File: src/rtl/fifo_buffer_pkg.sv
// rtl/fifo_buffer_pkg.sv - shared defaults and width helper for the fifo buffer
package fifo_buffer_pkg;

   localparam int FIFO_DEF_DATA_W = 8;
   localparam int FIFO_DEF_DEPTH  = 16;

   // Smallest r with 2**r >= value; DEPTH is a power of two, so this is exact.
   function automatic int fifo_log2(input int value);
      int r;
      r = 0;
      while ((1 << r) < value) r++;
      return r;
   endfunction

endpackage

File: src/rtl/fifo_ptr_ctrl.sv
// rtl/fifo_ptr_ctrl.sv - pointers, occupancy, status flags and sticky errors for fifo_buffer
module fifo_ptr_ctrl import fifo_buffer_pkg::*; #(
   parameter int DEPTH     = FIFO_DEF_DEPTH,
   parameter int AFULL_TH  = DEPTH - 2,
   parameter int AEMPTY_TH = 2,
   localparam int AW       = fifo_log2(DEPTH)
) (
   input  logic          clk,
   input  logic          rst_n,
   input  logic          wr_en,
   input  logic          rd_en,
   output logic          wr_acc,
   output logic          rd_acc,
   output logic [AW-1:0] wr_ptr,
   output logic [AW-1:0] rd_ptr,
   output logic [AW:0]   count,
   output logic          full,
   output logic          empty,
   output logic          almost_full,
   output logic          almost_empty,
   output logic          overflow,
   output logic          underflow
);

   localparam int        CW        = AW + 1;
   localparam logic [AW:0] DEPTH_C  = CW'(DEPTH);
   localparam logic [AW:0] AFULL_C  = CW'(AFULL_TH);
   localparam logic [AW:0] AEMPTY_C = CW'(AEMPTY_TH);

   logic [AW:0] count_nxt;

   // A write into a full FIFO is fine when a read frees a slot on the same edge.
   assign rd_acc = rd_en && !empty;
   assign wr_acc = wr_en && (!full || rd_en);

   always_comb begin
      count_nxt = count;
      if (wr_acc && !rd_acc)
         count_nxt = count + 1'b1;
      else if (rd_acc && !wr_acc)
         count_nxt = count - 1'b1;
   end

   always_ff @(posedge clk or negedge rst_n) begin
      if (!rst_n) begin
         wr_ptr       <= '0;
         rd_ptr       <= '0;
         count        <= '0;
         full         <= 1'b0;
         empty        <= 1'b1;
         almost_full  <= 1'b0;
         almost_empty <= 1'b1;
         overflow     <= 1'b0;
         underflow    <= 1'b0;
      end else begin
         if (wr_acc) wr_ptr <= wr_ptr + 1'b1;
         if (rd_acc) rd_ptr <= rd_ptr + 1'b1;
         count        <= count_nxt;
         full         <= (count_nxt == DEPTH_C);
         empty        <= (count_nxt == '0);
         almost_full  <= (count_nxt >= AFULL_C);
         almost_empty <= (count_nxt <= AEMPTY_C);
         if (wr_en && full && !rd_en) overflow  <= 1'b1;
         if (rd_en && empty)          underflow <= 1'b1;
      end
   end

endmodule

File: src/rtl/fifo_buffer.sv
// rtl/fifo_buffer.sv - single-clock synchronous FIFO with registered read port
module fifo_buffer import fifo_buffer_pkg::*; #(
   parameter int DATA_W    = FIFO_DEF_DATA_W,
   parameter int DEPTH     = FIFO_DEF_DEPTH,
   parameter int AFULL_TH  = DEPTH - 2,
   parameter int AEMPTY_TH = 2,
   localparam int AW       = fifo_log2(DEPTH)
) (
   input  logic              clk,
   input  logic              rst_n,
   input  logic              wr_en,
   input  logic [DATA_W-1:0] wr_data,
   input  logic              rd_en,
   output logic [DATA_W-1:0] rd_data,
   output logic              rd_valid,
   output logic              full,
   output logic              empty,
   output logic              almost_full,
   output logic              almost_empty,
   output logic [AW:0]       count,
   output logic              overflow,
   output logic              underflow
);

   logic              wr_acc;
   logic              rd_acc;
   logic [AW-1:0]     wr_ptr;
   logic [AW-1:0]     rd_ptr;
   logic [DATA_W-1:0] mem [DEPTH];

   fifo_ptr_ctrl #(
      .DEPTH     (DEPTH),
      .AFULL_TH  (AFULL_TH),
      .AEMPTY_TH (AEMPTY_TH)
   ) u_ptr_ctrl (
      .clk          (clk),
      .rst_n        (rst_n),
      .wr_en        (wr_en),
      .rd_en        (rd_en),
      .wr_acc       (wr_acc),
      .rd_acc       (rd_acc),
      .wr_ptr       (wr_ptr),
      .rd_ptr       (rd_ptr),
      .count        (count),
      .full         (full),
      .empty        (empty),
      .almost_full  (almost_full),
      .almost_empty (almost_empty),
      .overflow     (overflow),
      .underflow    (underflow)
   );

   // Storage is deliberately not reset; empty gates every read of a stale slot.
   always_ff @(posedge clk) begin
      if (wr_acc) mem[wr_ptr] <= wr_data;
   end

   // On a full read+write both pointers match; the read still sees the old word.
   always_ff @(posedge clk or negedge rst_n) begin
      if (!rst_n) begin
         rd_data  <= '0;
         rd_valid <= 1'b0;
      end else begin
         rd_valid <= rd_acc;
         if (rd_acc) rd_data <= mem[rd_ptr];
      end
   end

endmodule
File: config.mk
export PLATFORM = sky130hd
export DESIGN_NAME = fifo_buffer
export DESIGN_NICKNAME = d
export VERILOG_FILES = /design/src/rtl/fifo_buffer_pkg.sv /design/src/rtl/fifo_ptr_ctrl.sv /design/src/rtl/fifo_buffer.sv
export SDC_FILE = /design/constraint.sdc
export NUM_CORES = 1
export LEC_CHECK = 0
export BUFFER_PORTS_ARGS = -buffer_cell sky130_fd_sc_hd__buf_2
export CAP_MARGIN = 5
export CELL_PAD_IN_SITES_DETAIL_PLACEMENT = 1
export CELL_PAD_IN_SITES_GLOBAL_PLACEMENT = 2
export CORE_ASPECT_RATIO = 2
export CORE_UTILIZATION = 50
export DETAILED_ROUTE_END_ITERATION = 12
export PLACE_DENSITY = 0.91
export SLEW_MARGIN = 20
export SYNTH_ARGS = -nofsm -noshare
export SYNTH_HDL_FRONTEND = slang
export SYNTH_SLANG_ARGS = --single-unit
File: constraint.sdc
create_clock -name clk -period 3.6 [get_ports clk]
set_input_delay 0.18 -clock clk [delete_from_list [all_inputs] [get_ports clk]]
set_output_delay 0.18 -clock clk [all_outputs]
set_load 0.01 [all_outputs]
==> out/metrics.csv <==
metric,value,unit
status,"finished, final reports clean",
fmax,0.437,GHz
layout.cells.non_filler,535,
tightestPinTransition,1.04,ns
vias,3188,
antenna_found_initial,0,
grt_pass1_wl,22800,µm
synth_cell_types,47,
yosysTopAreaCell,edfxtp_1,
synth_seq_area_share,71.9,%
firstDrtPassIters,4,
die_area,13100,µm²
ctsHoldBuffers,1,
drc,0,
hold_end,mem[9][0],
fin_setup_tns,0,ns
track_usage,26.0,%
syn_area,6320,µm²
whs,0.153,ns
cts_tree,built,
grt_pass1_vias,3661,
drive_gt1_share,30.9,%
hold_viol,0,
cp_top_family,flip-flops,
io_pins,32,
peakVddDrop,0.473,mV
ys_top_cells_by_area,"edfxtp_1, mux4_2, dfrtp_1",
clk_pin_slew,0.06,ns
power_frac_comb,27.3,%
gp_congestion,0.739,
critPathCaptureType,flop,
finalClockSkew,0.0107,ns
post-route-period-util,63.6,%
drtAntennaViolNets,0,
min_period,2.29,ns
power.leakage,0.00250,µW
path_buf_inv,1,
synth_top_area_share,60.8,%
start_util,51.5,%
drt_iter0_markers,155,
start_kind,flop,
switching_share,32.4,%
crit_arrival,2.58,ns
critPathSlowestCell,dfrtp_2,
yosysWarnings,0,
clkPwrFrac,29.0,%
path_cells,buf_4 > mux4_2 > mux2i_1 > nor3_1 > a21oi_1 > o21ai_1,
rsz0062_at_grt,no,
gr-total-overflow,0,
via_per_inst,5.96,
grt_max_degree,29,
min_path_type,in2reg,
fp.dieW,81.5,µm
drv_cap,0,
cp.required,3.89,ns
num-fill-cells,1097,
reg2reg_to,rd_data[2],
worstReg2RegStart,u_ptr_ctrl.rd_ptr[0],
clock-sinks,156,
holdPathStages,1,
io_buffers,31,
die_h,161,µm
wirelength,15100,µm
post_cts_resized,0,
worstSkewPairLatency,0.42,ns
crit_start,u_ptr_ctrl.rd_ptr[0],
reg2reg_slack,1.31,ns
p_sw,1940,µW
clockBufferDepth,2,
hpwl,10400,µm
synth_flop_cell,edfxtp_1,
syn-instance-count,336,
core,12300,µm²
p_per_area,833,nW/µm²
async_reset_ff_share,17.9,%
min_from,wr_data[0],
critPathMaxStageDelay,0.76,ns
synth-seq-cells,156,
post_drt_wl_per_cell,28.1,µm
path_class,reg2reg,
dpl.cell_count,503,
setup-violations-final,0,
syn2layout_area_growth,13.9,%
p_int,4050,µW
maxSlewHeadroom,30.4,%
postCtsSetupBuffers,0,
path_max_fanout,19,
reg2reg_depth,6,
h-tree-depth,4,
finalNetCount,395,
synth_nets,355,
utilization,58.7,%
cts_buffers,17,
cts_root_buffer,clkbuf_16,
synth_edf_count,128,
p_seq_share,43.7,%
fp-row-count,57,
syn_avg_cell_area,18.8,µm²
drv_slew,0,
diodes,0,
## power groups by stage
stage | registers, µW | logic [µW] | clock network, µW
2_1_floorplan | 2450 | 1270 | 0
3_3_place_gp | 2630 | 1560 | 0
3_5_place_dp | 2660 | 1630 | 0
4_1_cts | 2630 | 1660 | 1760
5_1_grt | 2660 | 1770 | 1830
6_report | 2620 | 1640 | 1740
## area by class of cell
class                   count  area, µm²  share of cell area [%]
inverters                   6       27.5                   0.382
flip-flops and latches    156       4550                    63.2
multi-input cells         156       1650                    22.9
repair buffers             39        218                    3.03
well taps                 147        184                    2.56
clock inverters            14        148                    2.05
clock buffers              17        425                    5.91
## cells in the final DEF (no fill, tap or decap), types with 2 or more instances in the layout
cell,n
a21oi_1,8
and2_4,2
buf_2,31
buf_4,7
bufinv_16,2
clkbuf_16,17
clkinv_1,2
clkinv_4,4
clkinvlp_4,3
dfrtp_1,25
dfstp_2,2
edfxtp_1,128
ha_1,7
inv_1,4
inv_6,3
mux2i_1,14
mux4_2,32
nand2_1,12
nand2b_1,6
nand3_1,2
nand4_1,3
nor2_1,16
nor2b_1,2
nor3_1,6
nor3_2,4
o21a_1,3
o21ai_0,4
o21ai_1,7
o21bai_1,2
o221ai_1,2
xnor2_1,6
xnor2_2,2
## metrics by stage
step | worst slack, ns | area (µm²) | total power, µW
global placement | 1.35 | 6610 | 4190
CTS | 1.25 | 7200 | 6050
floorplan | 1.57 | 6320 | 3720
detailed placement | 1.29 | 6610 | 4290
finish | 1.31 | 7200 | 6000
global route | 1.13 | 7200 | 6260
## flip-flops by register name, indices dropped and copies added (netlist names)
signal                   flops
u_ptr_ctrl.almost_full       1
u_ptr_ctrl.count             5
rd_data                      8
u_ptr_ctrl.wr_ptr            4
u_ptr_ctrl.underflow         1
u_ptr_ctrl.full              1
rd_valid                     1
u_ptr_ctrl.almost_empty      1
u_ptr_ctrl.empty             1
mem                        128
u_ptr_ctrl.rd_ptr            4
u_ptr_ctrl.overflow          1
## synthesized netlist by cell type (7+ instances only)
master	number
nand2_1	12
edfxtp_1	128
nor2_1	16
ha_1	7
nor3_1	10
o21ai_1	7
buf_2	8
a21oi_1	8
mux4_2	32
mux2i_1	14
dfrtp_1	26
## worst register-to-register path, cell delays in order, from the launching register on
cell and delay [ns]:
dfrtp_2 0.76, buf_4 0.34, mux4_2 0.55, mux2i_1 0.16, nor3_1 0.10, a21oi_1 0.16
o21ai_1 0.10
## cells by family (layout without fill, tap and decap cells)
group	after synthesis	count (layout)	synth area share (%)
adders and majority gates	7	7	1.39
DFF	156	156	71.9
and+or+nand+nor	60	60	4.89
buffers and inverters	24	76	2.34
muxes	46	46	13.6
xor gates and xnor gates	9	9	1.78
AOI/OAI and AO/OA	34	34	4.06
## routing by layer
layer	GRT usage, %	wire [µm]	up-vias
li1	-	-	1397
met1	27.2	4950	1663
met2	48.8	9190	106
met3	4.86	553	22
met4	10.4	358	0
met5	0	0	-
## how the worst max path moves through the flow
stage | end | slack, ns | depth (start not counted)
after floorplan | mem[3][0] | 1.57 | 5
after global placement | rd_data[2] | 1.35 | 6
after detailed placement | rd_data[1] | 1.29 | 6
after CTS | rd_data[2] | 1.25 | 6
after global routing | rd_data[0] | 1.13 | 6
final | rd_data[2] | 1.31 | 6
(Power assumes the default switching activity.)
